`src/rtl/ascii_number_parser.sv`:
```
// ASCII line parser: turns a typed fixed-point decimal line ("123.45" CR)
// into a 48-bit packed-BCD word (6 integer digits, 6 fraction digits).
module ascii_number_parser (
    input  logic        clk,
    input  logic        reset,
    input  logic [7:0]  rx_data,
    input  logic        rx_valid,
    output logic [47:0] data_in,
    output logic        data_valid,
    output logic        err,
    output logic        busy
);

    typedef enum logic [1:0] {S_INT, S_FRAC, S_ERR} state_t;

    state_t      state_q, state_d;
    logic [23:0] int_q, int_d, frac_q, frac_d;
    logic [2:0]  int_cnt_q, int_cnt_d, frac_cnt_q, frac_cnt_d;
    logic [47:0] data_q, data_d;
    logic        dv_q, dv_d, err_q, err_d, busy_q, busy_d;
    logic        do_commit;

    logic       is_digit, is_dot, is_cr;
    logic [3:0] nib;

    assign is_digit = (rx_data >= 8'h30) && (rx_data <= 8'h39);
    assign is_dot   = (rx_data == 8'h2E);
    assign is_cr    = (rx_data == 8'h0D);
    assign nib      = rx_data[3:0];

    always_comb begin
        state_d    = state_q;
        int_d      = int_q;
        frac_d     = frac_q;
        int_cnt_d  = int_cnt_q;
        frac_cnt_d = frac_cnt_q;
        data_d     = data_q;
        dv_d       = 1'b0;
        err_d      = 1'b0;
        do_commit  = 1'b0;

        if (rx_valid) begin
            unique case (state_q)
                S_INT: begin
                    if (is_digit) begin
                        if (int_cnt_q == 3'd6) begin
                            state_d = S_ERR;
                        end else begin
                            int_d     = {int_q[19:0], nib};
                            int_cnt_d = int_cnt_q + 3'd1;
                        end
                    end else if (is_dot) begin
                        state_d = S_FRAC;
                    end else if (is_cr) begin
                        // A CR on an empty line is ignored entirely
                        do_commit = (int_cnt_q != 3'd0);
                    end else begin
                        state_d = S_ERR;
                    end
                end
                S_FRAC: begin
                    if (is_digit) begin
                        if (frac_cnt_q == 3'd6) begin
                            state_d = S_ERR;
                        end else begin
                            for (int unsigned i = 0; i < 6; i++) begin
                                if (frac_cnt_q == 3'(i)) frac_d[23-4*i -: 4] = nib;
                            end
                            frac_cnt_d = frac_cnt_q + 3'd1;
                        end
                    end else if (is_cr) begin
                        do_commit = 1'b1;
                    end else begin
                        state_d = S_ERR;
                    end
                end
                S_ERR: begin
                    if (is_cr) err_d = 1'b1;
                end
                default: state_d = S_INT;
            endcase
        end

        if (do_commit) begin
            data_d = {int_q, frac_q};
            dv_d   = 1'b1;
        end

        if (do_commit || err_d) begin
            state_d    = S_INT;
            int_d      = '0;
            frac_d     = '0;
            int_cnt_d  = '0;
            frac_cnt_d = '0;
        end

        busy_d = (state_d != S_INT) || (int_cnt_d != 3'd0);
    end

    always_ff @(posedge clk or posedge reset) begin
        if (reset) begin
            state_q    <= S_INT;
            int_q      <= '0;
            frac_q     <= '0;
            int_cnt_q  <= '0;
            frac_cnt_q <= '0;
            data_q     <= '0;
            dv_q       <= 1'b0;
            err_q      <= 1'b0;
            busy_q     <= 1'b0;
        end else begin
            state_q    <= state_d;
            int_q      <= int_d;
            frac_q     <= frac_d;
            int_cnt_q  <= int_cnt_d;
            frac_cnt_q <= frac_cnt_d;
            data_q     <= data_d;
            dv_q       <= dv_d;
            err_q      <= err_d;
            busy_q     <= busy_d;
        end
    end

    assign data_in    = data_q;
    assign data_valid = dv_q;
    assign err        = err_q;
    assign busy       = busy_q;

endmodule

```
`config.mk`:
```
export PLATFORM = sky130hd
export DESIGN_NAME = ascii_number_parser
export DESIGN_NICKNAME = d
export VERILOG_FILES = /design/src/rtl/ascii_number_parser.sv
export SDC_FILE = /design/constraint.sdc
export NUM_CORES = 1
export LEC_CHECK = 0
export CORE_ASPECT_RATIO = 0.5
export CORE_MARGIN = 10
export CORE_UTILIZATION = 35
export CTS_CLUSTER_DIAMETER = 100
export CTS_CLUSTER_SIZE = 12
export DETAILED_ROUTE_END_ITERATION = 10
export RECOVER_POWER = 50
export SLEW_MARGIN = 20
export SYNTH_ARGS = -nofsm -noshare
export SYNTH_HDL_FRONTEND = slang
export SYNTH_SLANG_ARGS = --single-unit
```
`constraint.sdc`:
```
create_clock -name clk -period 10.05 [get_ports clk]
set_clock_uncertainty 0.05 [all_clocks]
set_input_delay 2.01 -clock clk [delete_from_list [all_inputs] [get_ports clk]]
set_output_delay 2.01 -clock clk [all_outputs]
set_load 0.01 [all_outputs]
```
==> flow_summary.yaml, run 1 <==
global_route:
  grt_pass1_vias: 3088
  grt_use_met3: 0.03835
  grt_use_met1: 0.1265
  top_usage_layer: "met2"
  grt_first_pass_wirelength_mm: 16.04
  overflow: 0
  antenna_found_initial: 0
  track_usage: 0.1072
  grt_start_max_net_pins: 78
  grt_use_met2: 0.1788
timing:
  worst_pin_slew_ns: 1.323
  tns_ns: 0
  report.final.setup_viol: 0
  timing.fmax_mhz: 210.0
  slew_headroom: 0.1135
  finalHoldViolCount: 0
  rsz0062_at_grt: "false"
  report.final.slew_viol_count: 0
  finalCritPeriodShare: 0.4739
  finalCriticalPeriod_ns: 4.763
final_layout:
  register_area_um2: 2678
  utilization: 0.4434
  syn2layout_area_growth_pct: 23.10
  layout.nets: 458
  fin_cells: 614
  multi_input_area_um2: 1760
  n_antenna_cell: 0
  drive_gt1_frac: 0.1869
  fillers: 1216
floorplanning:
  fp.dieH_um: 101.0
  start_util: 0.3602
  die-area_um2: 18360
  die_w_um: 181.9
  core_area_um2: 12740
  num_rows: 29
  pin_count: 62
yosys:
  synthDistinctLibCells: 46
  syn_nets: 402
  synth_edf_count: 0
  netlist_area_um2: 4587
  synth_ff_type: "dfrtp_1"
  yosys.area.top_type: "dfrtp_1"
  synth.most_common_cell: "dfrtp_1"
  syn_area_per_cell_um2: 11.98
  synth_warnings: 0
  synth_common_cells: "107 x dfrtp_1, 67 x nand2_1, 45 x mux2_2, 33 x nand3_1, 22 x nor2_1"
  syn_inst: 383
  ys_seq_elements: 107
  synthArstFlopShare: 1.000
  synthTopCellsByArea: "dfrtp_1 58%, mux2_2 11%, nand2_1 5.5%"
  synth.yosys.seq_area_share: 0.5837
  synth_top_area_frac: 0.5837
clock_tree:
  cts_sinks: 107
  cts_tree: "yes"
  clockRootBuffer: "clkbuf_16"
  numCtsBuffers: 9
  clk_latency_ns: 0.34
  clkTransAtPathRegs_ns: 0.06
  clock_path_buffers: 2
  htreeDepth: 3
  hold_buffers: 0
  post-cts-setup-buffers: 0
  cts_resized: 0
placement:
  portBuffers: 61
  gp_congestion: 0.8317
  placed_cells: 598
  dpl.hpwl_mm: 6.388
detailed_routing:
  vias: 2909
  drtIter0Drc: 221
  wl_mm: 9.450
  via_per_inst: 4.738
  drt_pass1_iterations: 4
  ant_nets: 0
  drc_errors: 0
  avgRoutedWirePerCell_um: 15.39
worst_setup_path:
  r2r-start: "int_cnt_q[0]$_DFF_PP0_"
  crit_start: "rx_data[2]"
  cp.arrival_ns: 4.94
  crit_end: "data_in[10]$_DFFE_PP0P_"
  worst_setup_path_end_kind: "flop"
  crit_fanout: 34
  reg2regPathDepth: 7
  cp.required_ns: 10.23
  crit_type: "in -> reg"
  r2r-end: "data_in[10]$_DFFE_PP0P_"
  reg2reg_slack_ns: 7.52
  crit_path_start_kind: "primary input"
job:
  maxCapViolCount: 0
hold_path:
  hp-class: "reg -> reg"
run_status:
  status: "completed"
pwr:
  p_leak_nw: 3.070
  power_density_nw_per_um2: 143.6
  vdd_drop_max_mv: 0.07510
==> critical path, cell delays in order <==
cell           delay, ns
dlygate4sd3_1       0.86
and4bb_4            0.35
and3_1              0.25
nand2_1             0.09
or3_2               0.64
buf_4               0.36
mux2_2              0.33
==> layout by cell type, fill, tap and decap left out, types with 2 or more instances in the layout <==
master,synthesis,layout
nand2_1,67,67
nor3b_1,3,3
inv_1,9,8
mux2_2,45,45
dlygate4sd3_1,0,53
mux2_4,9,9
clkdlybuf4s50_1,0,8
dfrtp_1,107,107
nand3_1,33,33
nor2b_1,3,3
clkbuf_16,0,9
nor2_1,22,22
mux2i_1,17,17
clkbuf_8,0,2
buf_4,3,6
a21oi_1,6,6
ha_1,8,8
and2_1,2,2
clkinv_2,0,2
xnor2_1,2,2
==> state kept, by name, summed over array words and instances, names as in the netlist <==
register    flops
frac_cnt_q      3
err             1
data_valid      1
state_q         2
int_cnt_q       3
frac_q         24
data_in        48
busy            1
int_q          24
==> layer usage <==
layer / share of wire / wire length (um)
met4: 0.013 / 122
met2: 0.49 / 4623
met3: 0.056 / 532
met1: 0.44 / 4171
met5: 0 / 0
==> final cells by class <==
class                      instances  area share
multi-input combinational        245      0.3118
timing repair buffer              67      0.1161
clock buffer                      12     0.04542
inverter                           9    0.006204
clock inverter                     4    0.008642
tap                              170     0.03767
sequential                       107      0.4742
==> power breakdown <==
group	internal [mW]	switching (mW)	total (mW)
combinational	0.00693	0.0153	0.0222
clock	0.206	0.149	0.355
sequential	0.432	0.00106	0.433
total	0.646	0.165	0.811
==> how the worst min path moves through the flow <==
stage,cells after the start,slack [ns],end,start
2_1_floorplan,2,0.41,int_q[20]$_DFFE_PP0P_,int_q[20]$_DFFE_PP0P_
3_3_place_gp,2,0.43,int_q[20]$_DFFE_PP0P_,int_q[20]$_DFFE_PP0P_
3_5_place_dp,2,0.43,int_q[20]$_DFFE_PP0P_,int_q[20]$_DFFE_PP0P_
4_1_cts,2,0.44,int_q[20]$_DFFE_PP0P_,int_q[20]$_DFFE_PP0P_
5_1_grt,1,0.47,data_in[45]$_DFFE_PP0P_,data_in[45]$_DFFE_PP0P_
6_report,2,0.44,int_q[20]$_DFFE_PP0P_,int_q[20]$_DFFE_PP0P_
==> cell families after synthesis <==
logic type                 share of synthesized area
and+or+nand+nor                               0.1484
DFF                                           0.5837
muxes                                         0.1770
buffers and inverters                        0.03409
AOI/OAI and AO/OA                            0.03110
adders and majority gates                    0.02182
xor gates and xnor gates                    0.003820
==> metrics by stage <==
| stage | power, mW | instance area (um^2) | hold WS, ns | worst slack [ns] |
|---|---|---|---|---|
| after CTS | 0.8224 | 5648 | 0.4438 | 5.334 |
| after detailed placement | 0.4650 | 5343 | 0.4302 | 4.970 |
| after floorplan | 0.4556 | 4587 | 0.4056 | 5.173 |
| after global routing | 0.8397 | 5647 | 0.4673 | 5.147 |
| final | 0.8108 | 5647 | 0.4388 | 5.287 |
| after global placement | 0.4647 | 5343 | 0.4254 | 5.027 |
(Power assumes the default switching activity.)
==> run 2: changes to the inputs <==
==> constraint.sdc (replaced) <==
create_clock -name clk -period 4 [get_ports clk]
set_clock_uncertainty 0.05 [all_clocks]
set_input_delay 0.8 -clock clk [delete_from_list [all_inputs] [get_ports clk]]
set_output_delay 0.8 -clock clk [all_outputs]
set_load 0.01 [all_outputs]
==> run 2 against run 1 <==
Against the previous run:
- the run now ends with capacitance limit, slew limit left
- critical path depth stayed put
- non-clock buffer count is 4 higher
- combinational power grew to 2.7 times the previous value
- die area stayed put
- flip-flop and latch count stayed put
- register-to-register slack worse by 5.8 ns
- sequential share of layout area is 0.51 points lower
- count of clock-buffer cells in the layout is 2 lower
- critical endpoint is now data_in[32]$_DFFE_PP0P_
- largest cell class unchanged
==> flow_summary.yaml, run 2 (synthesized netlist as in run 1, its figures left out) <==
global_route:
  grt_first_pass_wirelength_mm: 16.13
  track_usage: 0.1085
  antenna_found_initial: 0
  grt_start_max_net_pins: 59
  overflow: 0
  grt_pass1_vias: 3083
placement:
  portBuffers: 61
  dp_slack_ns: 0.5416
  placed_cells: 602
  dpl.hpwl_mm: 6.474
  gp_congestion: 0.8355
worst_setup_path:
  crit_type: "in -> reg"
  crit_path_start_kind: "primary input"
  worst_setup_path_end_kind: "flop"
  crit_fanout: 35
  cp.arrival_ns: 3.29
  crit_start: "rx_data[0]"
  cp.required_ns: 4.18
  r2r-start: "int_cnt_q[0]$_DFF_PP0_"
timing:
  finalCritPeriodShare: 0.7773
  report.final.setup_viol: 0
  slew_headroom: -0.5043
  tns_ns: 0
  report.final.slew_viol_count: 50
  finalHoldViolCount: 0
  rsz0062_at_grt: "false"
  finalCriticalPeriod_ns: 3.109
  worst_pin_slew_ns: 2.244
  layout_setup_ws_ns: 0.8909
  timing.fmax_mhz: 321.6
  worst_hold_slack_ns: 0.4481
detailed_routing:
  drc_errors: 0
  wl_mm: 9.707
  via_per_inst: 4.778
  ant_nets: 0
  drt_pass1_iterations: 6
  vias: 2953
  drtIter0Drc: 224
  avgRoutedWirePerCell_um: 15.71
clock_tree:
  cts_sinks: 107
  numCtsBuffers: 9
  clkTransAtPathRegs_ns: 0.07
  post-cts-setup-buffers: 0
  htreeDepth: 3
  hold_buffers: 0
  clockRootBuffer: "clkbuf_16"
  clock_path_buffers: 2
  cts_resized: 0
  cts_tree: "yes"
  clk_latency_ns: 0.34
pwr:
  pwr-share-seq: 0.515
  p_leak_nw: 3.005
  p_sw_mw: 0.4490
  clkPwrFrac: 0.456
  sw_frac_of_total: 0.2127
  intPower_mw: 1.662
  vdd_drop_max_mv: 0.2139
  p_comb_frac: 0.029
  power_density_nw_per_um2: 369.8
floorplanning:
  die-area_um2: 18360
  pin_count: 62
  num_rows: 29
  core_area_um2: 12740
  fp.dieH_um: 101.0
  start_util: 0.3602
  die_w_um: 181.9
final_layout:
  final_common_cell: "dfrtp_1"
  utilization: 0.4482
  n_antenna_cell: 0
  drive_gt1_frac: 0.1942
  layout_common_cells: "107 x dfrtp_1, 67 x nand2_1, 45 x mux2_2"
  fillers: 1202
  layout.nets: 462
  largest_reg_flops: 48
  fin_cells: 618
  syn2layout_area_growth_pct: 24.44
hold_path:
  hp-class: "reg -> reg"
  worstHoldStart: "int_q[22]$_DFFE_PP0P_"
run_status:
  status: "complete, but fails checks"
  violations: "capacitance limit, slew limit"
job:
  maxCapViolCount: 1
## run 2: metrics by stage
step                      power, mW  instance area, um^2
after CTS                     2.140                 5709
after global routing          2.193                 5708
final                         2.111                 5708
after detailed placement      1.172                 5385
after global placement        1.172                 5385
after floorplan               1.145                 4587
## run 2: worst max-delay path, cell delays in order
cell	delay [ns]
clkdlybuf4s50_1	0.71
nor3b_1	0.30
and3_1	0.29
nand2_1	0.09
or3_2	0.43
buf_4	0.30
mux2_4	0.35
## run 2: worst paths after layout
kind                                      endpoint  slack, ns  cells past startpoint
min                          int_q[22]$_DFFE_PP0P_       0.45                      2
min in group asynchronous  data_in[40]$_DFFE_PP0P_       1.47                      2
max reg2reg                data_in[32]$_DFFE_PP0P_       1.73                      7
min reg2reg                  int_q[22]$_DFFE_PP0P_       0.45                      2
max in group asynchronous   frac_q[22]$_DFFE_PP0P_       1.37                      3
max                        data_in[32]$_DFFE_PP0P_       0.89                      7
## run 2: layout make-up
| type | instances | area, um^2 | area share |
|---|---|---|---|
| clock inverter | 6 | 95.09 | 0.01666 |
| tap | 170 | 212.7 | 0.03726 |
| inverter | 9 | 35.03 | 0.006138 |
| timing repair buffer | 71 | 698.2 | 0.1223 |
| clock buffer | 10 | 229.0 | 0.04011 |
| multi-input combinational | 245 | 1760 | 0.3084 |
| sequential | 107 | 2678 | 0.4691 |
## run 2: power groups by stage
stage / sequential (mW) / combinational, mW / clock (mW)
floorplan: 1.11 / 0.0362 / 0
global placement: 1.11 / 0.0624 / 0
detailed placement: 1.11 / 0.0632 / 0
CTS: 1.09 / 0.0633 / 0.989
global route: 1.09 / 0.0687 / 1.04
finish: 1.09 / 0.0606 / 0.962
## run 2: metal layers
metal	routed length, um	up-vias	GRT usage
li1	-	1425	-
met1	4437	1474	0.1314
met2	4683	46	0.1777
met3	474	8	0.03656
met4	111	0	0.03915
met5	0	-	0
==> run 3: changes to the inputs <==
==> constraint.sdc (replaced) <==
create_clock -name clk -period 3.05 [get_ports clk]
set_clock_uncertainty 0.05 [all_clocks]
set_input_delay 0.61 -clock clk [delete_from_list [all_inputs] [get_ports clk]]
set_output_delay 0.61 -clock clk [all_outputs]
set_load 0.01 [all_outputs]
==> run 3 against run 2 <==
Against the previous run:
- highest routed layer unchanged
- worst hold slack worse by 0.0072 ns
- combinational power up 37%
- critical path depth unchanged
- the run now ends clean
- largest power group unchanged
==> flow_summary.yaml, run 3 (synthesized netlist as in run 1, its figures left out) <==
run_status:
  status: "completed"
worst_setup_path:
  r2r-end: "data_in[29]$_DFFE_PP0P_"
  reg2regPathDepth: 7
  cpPeakStageDelay_ns: 0.62
  worst_setup_path_end_kind: "flop"
  crit_path_start_kind: "primary input"
  reg2reg_slack_ns: 0.88
  slowest_stage: "dlygate4sd3_1"
  crit_type: "in -> reg"
  cp.required_ns: 3.23
  crit_fanout: 35
  r2r-start: "int_cnt_q[0]$_DFF_PP0_"
  cp.arrival_ns: 2.84
  crit_chain: "dlygate4sd3_1 > and3b_1 > a32oi_2 > nor2_1 > or3_2 > buf_12 > mux2_4"
detailed_routing:
  drt_pass1_iterations: 4
  wl_mm: 9.881
  ant_nets: 0
  drtIter0Drc: 230
  vias: 3007
  drc_errors: 0
  avgRoutedWirePerCell_um: 15.71
  via_per_inst: 4.781
clock_tree:
  htreeDepth: 3
  numCtsBuffers: 9
  clock_path_buffers: 2
  cts_tree: "yes"
  cts_sinks: 107
  clkTransAtPathRegs_ns: 0.07
  cts_resized: 0
  post-cts-setup-buffers: 0
  clockRootBuffer: "clkbuf_16"
  clk_latency_ns: 0.34
  hold_buffers: 0
placement:
  dpl.hpwl_mm: 6.891
  gp_congestion: 0.8301
  portBuffers: 61
  placed_cells: 614
timing:
  finalCritPeriodShare: 0.8731
  report.final.slew_viol_count: 0
  tns_ns: 0
  slew_headroom: 0.2441
  finalCriticalPeriod_ns: 2.663
  report.final.setup_viol: 0
  timing.fmax_mhz: 375.5
  worst_pin_slew_ns: 1.128
  finalHoldViolCount: 0
  rsz0062_at_grt: "false"
pwr:
  p_sw_mw: 0.5619
  pwr-share-seq: 0.523
  power_density_nw_per_um2: 470.1
  sw_frac_of_total: 0.2057
  vdd_drop_max_mv: 0.2704
  clkPwrFrac: 0.447
  intPower_mw: 2.170
  p_comb_frac: 0.030
  p_leak_nw: 3.056
  p_total_mw: 2.732
final_layout:
  fin_cells: 629
  largest_reg_flops: 48
  syn2layout_area_growth_pct: 26.68
  final_common_cell: "dfrtp_1"
  layout_common_cells: "107 x dfrtp_1, 67 x nand2_1, 45 x mux2_2"
  n_antenna_cell: 0
  drive_gt1_frac: 0.2157
  layout.nets: 474
job:
  maxCapViolCount: 0
floorplanning:
  num_rows: 29
  pin_count: 62
  die_w_um: 181.9
  fp.dieH_um: 101.0
  core_area_um2: 12740
  start_util: 0.3602
  die-area_um2: 18360
global_route:
  track_usage: 0.1119
  antenna_found_initial: 0
  grt_start_max_net_pins: 55
  grt_first_pass_wirelength_mm: 16.80
  overflow: 0
  grt_pass1_vias: 3219
hold_path:
  holdPathStages: 2
  worst_hold_path.endpoint: "int_q[21]$_DFFE_PP0P_"
  worstHoldStart: "int_q[21]$_DFFE_PP0P_"
  hp-class: "reg -> reg"
[run 3: changes by cell type in the layout (fill, tap and decap cells not counted)]
cell        previous run  this run
buf_12                 1         3
clkinv_4               2         0
clkinv_2               0         1
clkbuf_1               1         0
buf_4                  9        18
inv_6                  2         1
clkinvlp_4             0         2
clkbuf_2               0         1
[run 3: layout make-up]
class	instances	area [um^2]
fill	1177	6925
sequential	107	2678
multi-input combinational	245	1760
timing repair buffer	83	810.8
clock buffer	9	225.2
tap	170	212.7
clock inverter	6	88.84
inverter	9	35.03
[run 3: metal layers]
layer / up-vias / wire (um) / global-route usage / part of all wire
met5: - / 0 / 0 / 0
met4: 0 / 112 / 0.03605 / 0.011
met3: 10 / 518 / 0.03548 / 0.052
met2: 47 / 4696 / 0.1850 / 0.48
met1: 1502 / 4553 / 0.1370 / 0.46
li1: 1448 / - / - / -
[run 3: power by group through the flow]
stage	Sequential, mW	Combinational [mW]	Clock (mW)
after detailed placement	1.46	0.0896	0
after global placement	1.45	0.0894	0
final	1.43	0.0833	1.22
after floorplan	1.45	0.0478	0
after CTS	1.43	0.0904	1.26
after global routing	1.43	0.0952	1.31
[run 3: how the worst max path moves through the flow]
stage               startpoint                       to  slack, ns
global placement    rx_data[0]  data_in[33]$_DFFE_PP0P_       0.15
detailed placement  rx_data[7]  data_in[36]$_DFFE_PP0P_       0.13
finish              rx_data[1]  data_in[29]$_DFFE_PP0P_       0.39
CTS                 rx_data[0]  data_in[36]$_DFFE_PP0P_       0.50
global route        rx_data[1]  data_in[29]$_DFFE_PP0P_       0.28
floorplan           rx_data[3]  data_in[29]$_DFFE_PP0P_       0.63
[run 3: worst max-delay path: cells and delay by family]
kind | cells | cell delay, ns
AND/OR/NAND/NOR | 3 | 0.81
multiplexers | 1 | 0.31
AO/OA/AOI/OAI | 1 | 0.26
buffers and inverters | 2 | 0.83
[run 3: through the flow]
| stage | area, um^2 | hold slack [ns] | util | worst slack, ns |
|---|---|---|---|---|
| 4_1_cts | 5828 | 0.4443 | 0.4576 | 0.4973 |
| 3_5_place_dp | 5514 | 0.4287 | 0.4330 | 0.1299 |
| 2_1_floorplan | 4591 | 0.4056 | - | 0.6261 |
| 5_1_grt | 5811 | 0.4699 | 0.4562 | 0.2828 |
| 6_report | 5811 | 0.4409 | 0.4562 | 0.3871 |
| 3_3_place_gp | 5514 | 0.4275 | 0.4330 | 0.1541 |
